<file path="config.mk">
export PLATFORM = sky130hd
export DESIGN_NAME = multi_acc_flat
export DESIGN_NICKNAME = d
export VERILOG_FILES = /design/src/rtl/multi_acc_if.sv /design/src/rtl/multi_acc.sv /design/src/flat_wrapper.sv
export SDC_FILE = /design/constraint.sdc
export NUM_CORES = 1
export LEC_CHECK = 0
export CELL_PAD_IN_SITES_DETAIL_PLACEMENT = 1
export CELL_PAD_IN_SITES_GLOBAL_PLACEMENT = 2
export CORE_ASPECT_RATIO = 2
export CORE_MARGIN = 2
export CORE_UTILIZATION = 32
export DETAILED_ROUTE_END_ITERATION = 8
export PLACE_DENSITY_LB_ADDON = 0.1
export SETUP_SLACK_MARGIN = 0.02
export SLEW_MARGIN = 20
export SYNTH_ARGS = -nofsm -noshare
export SYNTH_HDL_FRONTEND = slang
export SYNTH_SLANG_ARGS = --single-unit
</file>
<file path="constraint.sdc">
create_clock -name clk -period 3 [get_ports clk]
set_input_delay 0.75 -clock clk [delete_from_list [all_inputs] [get_ports clk]]
set_output_delay 0.75 -clock clk [all_outputs]
set_load 0.02 [all_outputs]
</file>
<file path="src/rtl/multi_acc_if.sv">
// Product-in / frame-sum-out bus for multi_acc.
// The max_out signal exists only when MULTI_ACC_MAX_EN is defined.
interface multi_acc_if #(
   parameter int ACC_W = 20,
   parameter int CNT_W = 4
);
   logic [15:0]      p_in;
   logic             p_valid;
   logic             p_ready;
   logic [CNT_W-1:0] len;
   logic [ACC_W-1:0] acc_out;
   logic             o_valid;
   logic             o_ready;
`ifdef MULTI_ACC_MAX_EN
   logic [15:0]      max_out;

   modport master (
      output p_in, p_valid, len, o_ready,
      input  p_ready, acc_out, o_valid, max_out
   );

   modport slave (
      input  p_in, p_valid, len, o_ready,
      output p_ready, acc_out, o_valid, max_out
   );
`else
   modport master (
      output p_in, p_valid, len, o_ready,
      input  p_ready, acc_out, o_valid
   );

   modport slave (
      input  p_in, p_valid, len, o_ready,
      output p_ready, acc_out, o_valid
   );
`endif
endinterface

</file>
<file path="src/rtl/multi_acc.sv">
// Frame accumulator: sums 1..2^CNT_W unsigned 16-bit products per frame.
// Optional frame-maximum output is enabled by defining MULTI_ACC_MAX_EN.
module multi_acc #(
   parameter int ACC_W = 20,
   parameter int CNT_W = 4
) (
   input  logic       clk,
   input  logic       rst,
   multi_acc_if.slave bus
);

   typedef enum logic [1:0] {IDLE, ACC, DONE} state_t;

   state_t           state;
   logic [ACC_W-1:0] acc;
   logic [CNT_W:0]   cnt;
   logic [CNT_W:0]   frame_len;
   logic [ACC_W-1:0] acc_out_r;
   logic             o_valid_r;
   logic             p_ready_r;

   logic [ACC_W-1:0] p_ext;
   logic [ACC_W-1:0] sum_nxt;
   logic [CNT_W:0]   cnt_nxt;
   logic [CNT_W:0]   len_dec;
   logic             accept;

   // A len field of zero stands for the largest frame, 2^CNT_W products.
   function automatic logic [CNT_W:0] decode_len(input logic [CNT_W-1:0] l);
      if (l == '0) begin
         decode_len = {1'b1, {CNT_W{1'b0}}};
      end else begin
         decode_len = {1'b0, l};
      end
   endfunction

   function automatic logic [15:0] max16(input logic [15:0] a, input logic [15:0] b);
      max16 = (b > a) ? b : a;
   endfunction

   assign p_ext   = {{(ACC_W-16){1'b0}}, bus.p_in};
   assign sum_nxt = acc + p_ext;
   assign cnt_nxt = cnt + {{CNT_W{1'b0}}, 1'b1};
   assign len_dec = decode_len(bus.len);
   assign accept  = bus.p_valid && p_ready_r;

   assign bus.p_ready = p_ready_r;
   assign bus.o_valid = o_valid_r;
   assign bus.acc_out = acc_out_r;

`ifdef MULTI_ACC_MAX_EN
   logic [15:0] max_r;
   assign bus.max_out = max_r;

   always_ff @(posedge clk) begin
      if (rst) begin
         max_r <= '0;
      end else if (accept) begin
         max_r <= (state == IDLE) ? bus.p_in : max16(max_r, bus.p_in);
      end
   end
`endif

   // Control and datapath share one FSM so the result registers and flags
   // change on exactly the edge that accepts the frame's last product.
   always_ff @(posedge clk) begin
      if (rst) begin
         state     <= IDLE;
         acc       <= '0;
         cnt       <= '0;
         frame_len <= '0;
         acc_out_r <= '0;
         o_valid_r <= 1'b0;
         p_ready_r <= 1'b1;
      end else begin
         case (state)
            IDLE: begin
               if (accept) begin
                  acc       <= p_ext;
                  cnt       <= {{CNT_W{1'b0}}, 1'b1};
                  frame_len <= len_dec;
                  if (len_dec == {{CNT_W{1'b0}}, 1'b1}) begin
                     state     <= DONE;
                     acc_out_r <= p_ext;
                     o_valid_r <= 1'b1;
                     p_ready_r <= 1'b0;
                  end else begin
                     state <= ACC;
                  end
               end
            end
            ACC: begin
               if (accept) begin
                  acc <= sum_nxt;
                  cnt <= cnt_nxt;
                  if (cnt_nxt == frame_len) begin
                     state     <= DONE;
                     acc_out_r <= sum_nxt;
                     o_valid_r <= 1'b1;
                     p_ready_r <= 1'b0;
                  end
               end
            end
            DONE: begin
               if (bus.o_ready) begin
                  state     <= IDLE;
                  o_valid_r <= 1'b0;
                  p_ready_r <= 1'b1;
               end
            end
            default: begin
               state     <= IDLE;
               o_valid_r <= 1'b0;
               p_ready_r <= 1'b1;
            end
         endcase
      end
   end

endmodule

</file>
<file path="src/flat_wrapper.sv">
// flat-port wrapper written by rule: the top's interface ports become plain ports
module multi_acc_flat 
#(
   parameter int ACC_W = 20,
   parameter int CNT_W = 4
)
  (clk, rst, bus_p_in, bus_p_valid, bus_len, bus_o_ready, bus_p_ready, bus_acc_out, bus_o_valid);
  multi_acc_if #(.ACC_W(ACC_W), .CNT_W(CNT_W)) bus_i ();
  input  logic clk;
  input  logic rst;
  input wire logic [$bits(bus_i.p_in)-1:0] bus_p_in;
  input wire logic [$bits(bus_i.p_valid)-1:0] bus_p_valid;
  input wire logic [$bits(bus_i.len)-1:0] bus_len;
  input wire logic [$bits(bus_i.o_ready)-1:0] bus_o_ready;
  output wire logic [$bits(bus_i.p_ready)-1:0] bus_p_ready;
  output wire logic [$bits(bus_i.acc_out)-1:0] bus_acc_out;
  output wire logic [$bits(bus_i.o_valid)-1:0] bus_o_valid;
  assign bus_i.p_in = bus_p_in;
  assign bus_i.p_valid = bus_p_valid;
  assign bus_i.len = bus_len;
  assign bus_i.o_ready = bus_o_ready;
  assign bus_p_ready = bus_i.p_ready;
  assign bus_acc_out = bus_i.acc_out;
  assign bus_o_valid = bus_i.o_valid;
  multi_acc #(.ACC_W(ACC_W), .CNT_W(CNT_W)) u_core (.clk(clk), .rst(rst), .bus(bus_i));
endmodule
</file>
* After elaboration in Yosys (flattened, before gate mapping)
Cells that the tools add are included.
Word-level totals: bits in registers 54, bits of input ports 24, output and inout port bits 22, word-level logic and storage cells 57
Cells by class: add/sub/neg operators 2, equal/unequal tests 9, multiplexer cells 30, reductions and logical operators 9
Operator list (number):
- $mux 20 | 6
- $pmux 20 s2 | 2
- $add 20x16->20 | 1
- $mux 5 | 3
- $mux 1 | 10
- $mux 2 | 5
- $pmux 5 s2 | 1
- $reduce_and 5->1 | 2
- $ne 2x1->1 const B | 4
- $pmux 1 s3 | 2
- $pmux 2 s3 | 1
- $add 5x1->5 const B | 1
- $eq 5x1->1 const B | 1
- $eq 5x5->1 | 1
- $logic_not 4->1 | 1
- $reduce_and 4->1 | 1
- $reduce_and 3->1 | 1
- $eq 2x1->1 const B | 1
- $eq 2x2->1 const B | 1
- $logic_not 2->1 | 1
- $ne 2x2->1 const B | 1
- $reduce_and 2->1 | 1
- $reduce_bool 2->1 | 1
- $logic_and 1x1->1 | 1

* Longest topological paths before layout
Gate-level depths: netlist of the first run.
depth after elaboration 6, depth in mapped cells 9

* Worst setup path before layout of the first run
Ideal clock, no wire load.
kind input to register, from input port bus_p_in[0], to register u_core.acc[16], data arrival time 2423 ps, setup slack 447 ps, stages on the path 9, buffers on the path 0, cells stage by stage ha_1 > inv_1 > fa_1 > nand2b_1 > a211oi_2 > nor2_2 > o41ai_2 > xnor2_1 > o32ai_1
Between the ends: word-level cells in the longest chain between the ends 3
Ends and longest elaborated chain:
- from (decl) | line flat_wrapper.sv:11 | input wire logic [$bits(bus_i.p_in)-1:0] bus_p_in;
- $add 20x16->20 | line multi_acc.sv:42 | assign sum_nxt = acc + p_ext;
- $mux 20 | line multi_acc.sv:93 | if (accept) begin
- $pmux 20 s2 | line multi_acc.sv:76 | case (state)
- to (signal assigned) | line multi_acc.sv:79 | acc <= p_ext;
- to (signal assigned) | line multi_acc.sv:94 | acc <= sum_nxt;
- to (decl) | line multi_acc.sv:15 | logic [ACC_W-1:0] acc;
No other way between the ends. The select of a mux whose other input is x is not followed. A chain may end at the register's enable or synchronous reset.

* Worst setup path after layout of the first run
from input port bus_p_in[1], to register u_core.acc[16]
The elaborated chain is that of the path after synthesis.

==> impl_metrics.tcl, run 1 <==
set metrics [dict create \
    async_reset_ff_frac 0 \
    routedWlPerCell_um 18.9 \
    rsz0062_at_grt "false" \
    clk_latency_ns 0.30 \
    crit_start "bus_p_in[1]" \
    r2r-end "u_core.acc[16]" \
    ys_seq_area_frac 0.325 \
    synth-edff-count 0 \
    synthFlopType "dfxtp_1" \
    reg2reg_depth 9 \
    vias_per_cell 5.56 \
    report.final.slew_viol_count 0 \
    cts_inserted_buffers 5 \
    path_class "primary input to flop" \
    endpoint "u_core.acc[16]" \
    grt_max_degree 41 \
    boundaryPins 46 \
    startpoint_type "primary input" \
    hp-class "flop to flop" \
    relSlewSlack 0.703 \
    whs_ns 0.477 \
    worst_pin_slew_ns 0.442 \
    final_util 0.426 \
    timing.final.crit_share 0.956 \
    synth_warnings 0 \
    hpwl_um 9160 \
    yosys.cell_types.count 58 \
    route.detailed.drc 0 \
    powerDensity_nw_per_um2 480 \
    fmax_ghz 0.349 \
    postRouteAntennaNets 0 \
    drive_above_1_share 0.135 \
    post-route-min-period_ns 2.87 \
    netlist_area_um2 3320 \
    cp.required_ns 3.18 \
    syn_avg_cell_area_um2 8.05 \
    start_util 0.327 \
    clk_pin_slew_worst_paths_ns 0.07 \
    num_rows 52 \
    clock_path_buffers 2 \
    dr.pass1.iters 4 \
    ir_worst_vdd_mv 0.213 \
    hold_violations 0 \
    netlist_instances 413 \
    synth_seq_cells 54 \
    maxCapViolCount 0 \
    gr-total-overflow 0 \
    clock_sinks 54 \
    synth_fp_nets 455 \
    cts_tree "built" \
    setup_viol 0 \
    portBuffers 45 \
    cellLeakagePower_uw 0.00167 \
    cp-end-kind "flop" \
    num-nets-final 522 \
    die_h_um 148 \
    total_power_uw 2080 \
    status "finished clean" \
    hold-path-cell-count 2 \
    htreeDepth 2 \
    arrival_ns 3.05 \
    vias 3418 \
    rrSetupSlack_ns 0.66 \
    grt.total_usage 0.215 \
    die_area_um2 11300 \
    area_growth_pct 30.2 \
    core_area_um2 10100 \
    gp_congestion 0.854 \
    finalWirelength_um 11600 \
    detail_route.iter0.violations 98 \
    grt_pass1_wl_um 18900 \
    cts-hold-fix-buffers 0 \
    diodes 0 \
    die_w_um 76.1 \
    r2r_start "u_core.acc[0]" \
    antenna_found_initial 0 \
    cts-root-buf "clkbuf_16" \
    first_global_vias 3689 \
    clock_skew_ns 0.00608 \
    critPathMaxFanout 6 \
]
-- worst min-delay path by stage --
| stage | startpoint | to | slack [ns] |
|---|---|---|---|
| 2_1_floorplan | u_core.cnt[1] | u_core.cnt[1] | 0.45 |
| 3_3_place_gp | u_core.bus.acc_out[17] | u_core.bus.acc_out[17] | 0.46 |
| 3_5_place_dp | u_core.bus.acc_out[18] | u_core.bus.acc_out[18] | 0.46 |
| 4_1_cts | u_core.cnt[1] | u_core.cnt[1] | 0.48 |
| 5_1_grt | u_core.bus.acc_out[18] | u_core.bus.acc_out[18] | 0.50 |
| 6_report | u_core.cnt[1] | u_core.cnt[1] | 0.48 |
-- through the flow --
step                setup TNS (ns)  cell area, um2  worst slack [ns]  std cells
floorplan                        0            3320             0.447        413
global placement             -3.05            4160            -0.269        608
detailed placement           -3.59            4160            -0.305        608
CTS                              0            4300            0.0192        615
global route                     0            4330            0.0253        615
finish                           0            4330             0.131        615
-- where the power goes --
part / internal (uW) / leakage (uW) / switching [uW] / total (uW)
Clock: 306 / 0.0000629 / 278 / 585
Sequential: 763 / 0.000441 / 33.4 / 796
Combinational: 302 / 0.00117 / 395 / 697
-- critical path: stages --
cell and delay [ns]:
clkdlybuf4s50_1 0.51, inv_1 0.08, fa_2 0.40, nand2b_1 0.16
a211oi_2 0.33, nor2_4 0.11, o41ai_2 0.39, xnor2_1 0.19
o32ai_1 0.12
-- cell type report --
class / instances / area [um2]
well taps: 135 / 169
fillers: 1264 / 5820
clock inverters: 1 / 7.51
flip-flops and latches: 54 / 1080
clock buffers: 6 / 129
repair buffers: 87 / 781
multi-input cells: 320 / 2110
inverters: 12 / 45.0
-- cells by family after synthesis --
group | synth area share
xor gates and xnor gates | 0.0343
and+or+nand+nor | 0.209
adders and majority gates | 0.0700
muxes | 0.0211
buffers and inverters | 0.0497
AOI/OAI and AO/OA | 0.290
DFF | 0.325
-- placed cells by master (no fill, tap or decap), types with 3 or more instances in the layout --
cell / synthesis / layout
o32ai_1: 4 / 4
o21a_1: 3 / 3
o21ai_1: 10 / 10
nor2_1: 43 / 42
o31ai_1: 3 / 3
nand3_1: 14 / 14
dfxtp_1: 54 / 54
ha_1: 17 / 16
and2_1: 5 / 5
a21o_1: 5 / 5
xor2_1: 5 / 5
nand3b_1: 3 / 3
nor2b_1: 4 / 4
nand2_1: 31 / 31
xnor2_1: 8 / 8
inv_1: 12 / 12
clkbuf_16: 0 / 5
a211oi_1: 20 / 20
nand4_1: 6 / 6
nor3_1: 14 / 14
o211ai_1: 6 / 6
o2111a_1: 3 / 3
and4_1: 4 / 4
clkdlybuf4s50_1: 0 / 44
a21oi_1: 35 / 35
and3_1: 5 / 5
o21ai_0: 16 / 16
mux2i_1: 7 / 6
a311oi_1: 4 / 3
buf_4: 2 / 41
a31oi_1: 9 / 9
-- state kept, by name, indices dropped and copies added, names as in the netlist --
name / cells
u_core.state: 2
u_core.bus.o_valid: 1
u_core.bus.acc_out: 20
u_core.acc: 20
u_core.frame_len: 5
u_core.cnt: 5
u_core.bus.p_ready: 1
-- what timing repair did --
item | in CTS | in global routing
endpoints found under the setup margin | 2 | 12
pin swaps | 1 | 8
buffers inserted | 0 | 0
gates resized for setup | 0 | 7
-- per-layer routing --
| metal | up-vias | share of wire | track usage | routed length, um |
|---|---|---|---|---|
| li1 | 1658 | - | - | - |
| met1 | 1701 | 0.34 | 0.185 | 3920 |
| met2 | 40 | 0.61 | 0.467 | 7070 |
| met3 | 19 | 0.015 | 0.0200 | 169 |
| met4 | 0 | 0.040 | 0.104 | 465 |
| met5 | - | 0 | 0 | 0 |
-- synth_stat cells, types with 5 or more instances --
library cell | count | share of area
nor3_1 | 14 | 0.021
nand4_1 | 6 | 0.011
o21ai_0 | 16 | 0.024
and2_1 | 5 | 0.0094
nand2_1 | 31 | 0.035
inv_1 | 12 | 0.014
ha_1 | 17 | 0.064
a21oi_1 | 35 | 0.053
xnor2_1 | 8 | 0.021
a21o_1 | 5 | 0.011
a211oi_1 | 20 | 0.045
mux2i_1 | 7 | 0.021
dfxtp_1 | 54 | 0.33
o21ai_1 | 10 | 0.015
xor2_1 | 5 | 0.013
a31oi_1 | 9 | 0.017
o211ai_1 | 6 | 0.014
nor2_1 | 43 | 0.049
nand3_1 | 14 | 0.021
buf_2 | 9 | 0.014
clkbuf_1 | 16 | 0.018
and3_1 | 5 | 0.0094
Power figures use the tool's default switching activity.
==> inputs of run 2 (changes only) <==
--- a/config.mk
+++ b/config.mk
@@ -5,13 +5,14 @@
 export SDC_FILE = /design/constraint.sdc
 export NUM_CORES = 1
 export LEC_CHECK = 0
+export ABC_AREA = 1
 export CELL_PAD_IN_SITES_DETAIL_PLACEMENT = 1
 export CELL_PAD_IN_SITES_GLOBAL_PLACEMENT = 2
 export CORE_ASPECT_RATIO = 2
 export CORE_MARGIN = 2
-export CORE_UTILIZATION = 32
+export CORE_UTILIZATION = 30
 export DETAILED_ROUTE_END_ITERATION = 8
-export PLACE_DENSITY_LB_ADDON = 0.1
+export PLACE_DENSITY_LB_ADDON = 0.08
 export SETUP_SLACK_MARGIN = 0.02
 export SLEW_MARGIN = 20
 export SYNTH_ARGS = -nofsm -noshare
==> run 2 against run 1 <==
Largest cell class unchanged. Combinational power grew to 3.3 times the previous value. Highest routed layer unchanged. Synthesized cell count is 36% higher. Global-route usage is 1.0 points lower. Die area is 11% higher. Non-clock buffer count is 10 lower. Count of clock-buffer cells in the layout is 1 lower. Routed wire length is 3.5% higher. Register-to-register slack better by 0.25 ns. Critical path depth is 4 higher.
==> impl_metrics.tcl, run 2 <==
set metrics [dict create \
    drive_above_1_share 0.0796 \
    layout_commonest_cell "nand2_1" \
    path_depth 13 \
    clk_pin_slew_worst_paths_ns 0.08 \
    fillers 1516 \
    first_global_vias 3918 \
    max_stage_delay_ns 0.43 \
    die_h_um 156 \
    ir_worst_vdd_mv 0.377 \
    powerDensity_nw_per_um2 929 \
    synth.area.top_cells "dfxtp_1 (31%), nand2_1 (18%), nor2_1 (8.7%)" \
    cts-hold-fix-buffers 0 \
    startpoint_type "primary input" \
    relSlewSlack 0.594 \
    cts_inserted_buffers 5 \
    synth_seq_cells 54 \
    die_w_um 80.2 \
    hp-class "flop to flop" \
    wl_met1_um 4880 \
    route.met3.wl_um 149 \
    met2RoutedLength_um 6720 \
    portBuffers 45 \
    maxCapViolCount 0 \
    cts_tree "built" \
    path_class "primary input to flop" \
    netlist_instances 560 \
    core_area_um2 11400 \
    die_area_um2 12500 \
    cp.required_ns 3.20 \
    grt_max_degree 24 \
    grt_pass1_wl_um 19700 \
    post-route-min-period_ns 2.67 \
    crit_path_frequent_cell "nand2_1" \
    gr-total-overflow 0 \
    worst_pin_slew_ns 0.608 \
    hpwl_um 9890 \
    ys_seq_area_frac 0.310 \
    netlist_area_um2 3480 \
    post-cts-setup-buffers 0 \
    dr.pass1.iters 4 \
    multi_input_area_um2 2060 \
    cellLeakagePower_uw 0.00213 \
    top_layer "met4" \
    synthFlopType "dfxtp_1" \
    num_rows 55 \
    cp_top_family "simple AND/OR/NAND/NOR gates" \
    hold_violations 0 \
    critPathMaxFanout 4 \
    area_growth_pct 27.0 \
    dp_cells 762 \
    cp-end-kind "flop" \
    clock_skew_ns 0.00832 \
    antenna_found_initial 0 \
    place_area_um2 4270 \
    diodes 0 \
    syn_avg_cell_area_um2 6.22 \
    critical_path_buf_inv_count 1 \
    synth_warnings 0 \
    postRouteAntennaNets 0 \
    clock_sinks 54 \
    hold-path-cell-count 2 \
    post_cts_resize_count 0 \
    timing.final.crit_share 0.891 \
    async_reset_ff_frac 0 \
    crit_slowest_cell "clkdlybuf4s50_1" \
    vias 3676 \
    finalWirelength_um 12000 \
    status "finished clean" \
    vias_per_cell 4.77 \
    whs_ns 0.467 \
    yosys.cell_types.count 33 \
    clock_path_buffers 2 \
    rsz0062_at_grt "false" \
    routedWlPerCell_um 15.6 \
    synthDominantCellAreaShare 0.310 \
    worstPathCellList "clkdlybuf4s50_1 -> ha_1 -> nand2_1 -> nand3_1 -> nand2_1 -> nand2_1 -> nand3_1 -> nand2_1 -> nand2_1 -> nand3_1 -> nand2_1 -> nor2_1 -> nor2_1" \
    cts-root-buf "clkbuf_16" \
    boundaryPins 46 \
    setup_viol 0 \
    clk_latency_ns 0.30 \
    synth-edff-count 0 \
    detail_route.iter0.violations 92 \
    reg2reg_depth 12 \
    final_cell_mix "nand2_1 (165), nor2_1 (81), inv_1 (65), dfxtp_1 (54), clkdlybuf4s50_1 (45)" \
    start_util 0.307 \
    synth_commonest_cells "nand2_1 (165), nor2_1 (81), inv_1 (65)" \
    synth_fp_nets 602 \
    synth_area_leader_cell "dfxtp_1" \
    synth_most_common_cell "nand2_1" \
    fin_cells 770 \
    final-seq-area_um2 1080 \
    htreeDepth 2 \
    num-nets-final 669 \
    report.final.slew_viol_count 0 \
    tns_ns 0 \
    gp_congestion 0.778 \
    fmax_ghz 0.374 \
    route.detailed.drc 0 \
    arrival_ns 2.87 \
    grt.total_usage 0.204 \
    fin_area_um2 4430 \
]
run 2: per-stage QoR:
stage                     total power (uW)   util  setup slack, ns
after floorplan                       2610      -            0.734
after global placement                3500  0.376           0.0653
after detailed placement              3560  0.376          -0.0316
after CTS                             4190  0.390            0.297
after global routing                  4500  0.390            0.110
final                                 4110  0.390            0.328
run 2: layout make-up:
cell class,count,share of cell area
clock buffer,5,0.0283
timing repair buffer,77,0.159
inverter,68,0.0577
sequential,54,0.244
clock inverter,3,0.00594
multi-input combinational,421,0.465
tap,142,0.0401
run 2: final timing paths:
| check | startpoint | endpoint | slack (ns) |
|---|---|---|---|
| hold reg to reg | u_core.bus.acc_out[7] | u_core.bus.acc_out[7] | 0.47 |
| setup reg to reg | u_core.acc[2] | u_core.bus.acc_out[13] | 0.91 |
| setup / recovery | bus_p_in[2] | u_core.bus.acc_out[13] | 0.33 |
| hold / removal | u_core.bus.acc_out[7] | u_core.bus.acc_out[7] | 0.47 |
run 2: per-layer routing:
metal,track usage,vias to the layer above
li1,-,1913
met1,0.216,1720
met2,0.406,33
met3,0.0138,10
met4,0.0710,0
met5,0,-
run 2: worst reg2reg max path, stage by stage (launching register included):
cell     delay, ns
dfxtp_1       0.33
ha_1          0.35
nand2_1       0.09
nand3_1       0.25
nand2_1       0.08
nand2_1       0.11
nand3_1       0.24
nand2_1       0.14
nand2_1       0.07
nand3_1       0.11
nand2_1       0.07
nor2_1        0.10
nor2_1        0.05
run 2: power breakdown:
part / internal (uW) / total (uW) / switching [uW]
combinational: 944 / 2330 / 1390
sequential: 971 / 1170 / 200
clock: 315 / 608 / 293
total: 2230 / 4110 / 1880
run 2: cell families (layout without fill, tap and decap cells):
| group | after synthesis | after routing | share of synthesized area |
|---|---|---|---|
| DFF | 54 | 54 | 0.310 |
| adders and majority gates | 18 | 18 | 0.0668 |
| and+or+nand+nor | 314 | 314 | 0.377 |
| xor gates and xnor gates | 7 | 7 | 0.0176 |
| muxes | 2 | 2 | 0.00575 |
| AOI/OAI and AO/OA | 80 | 80 | 0.124 |
| buffers and inverters | 85 | 153 | 0.0995 |
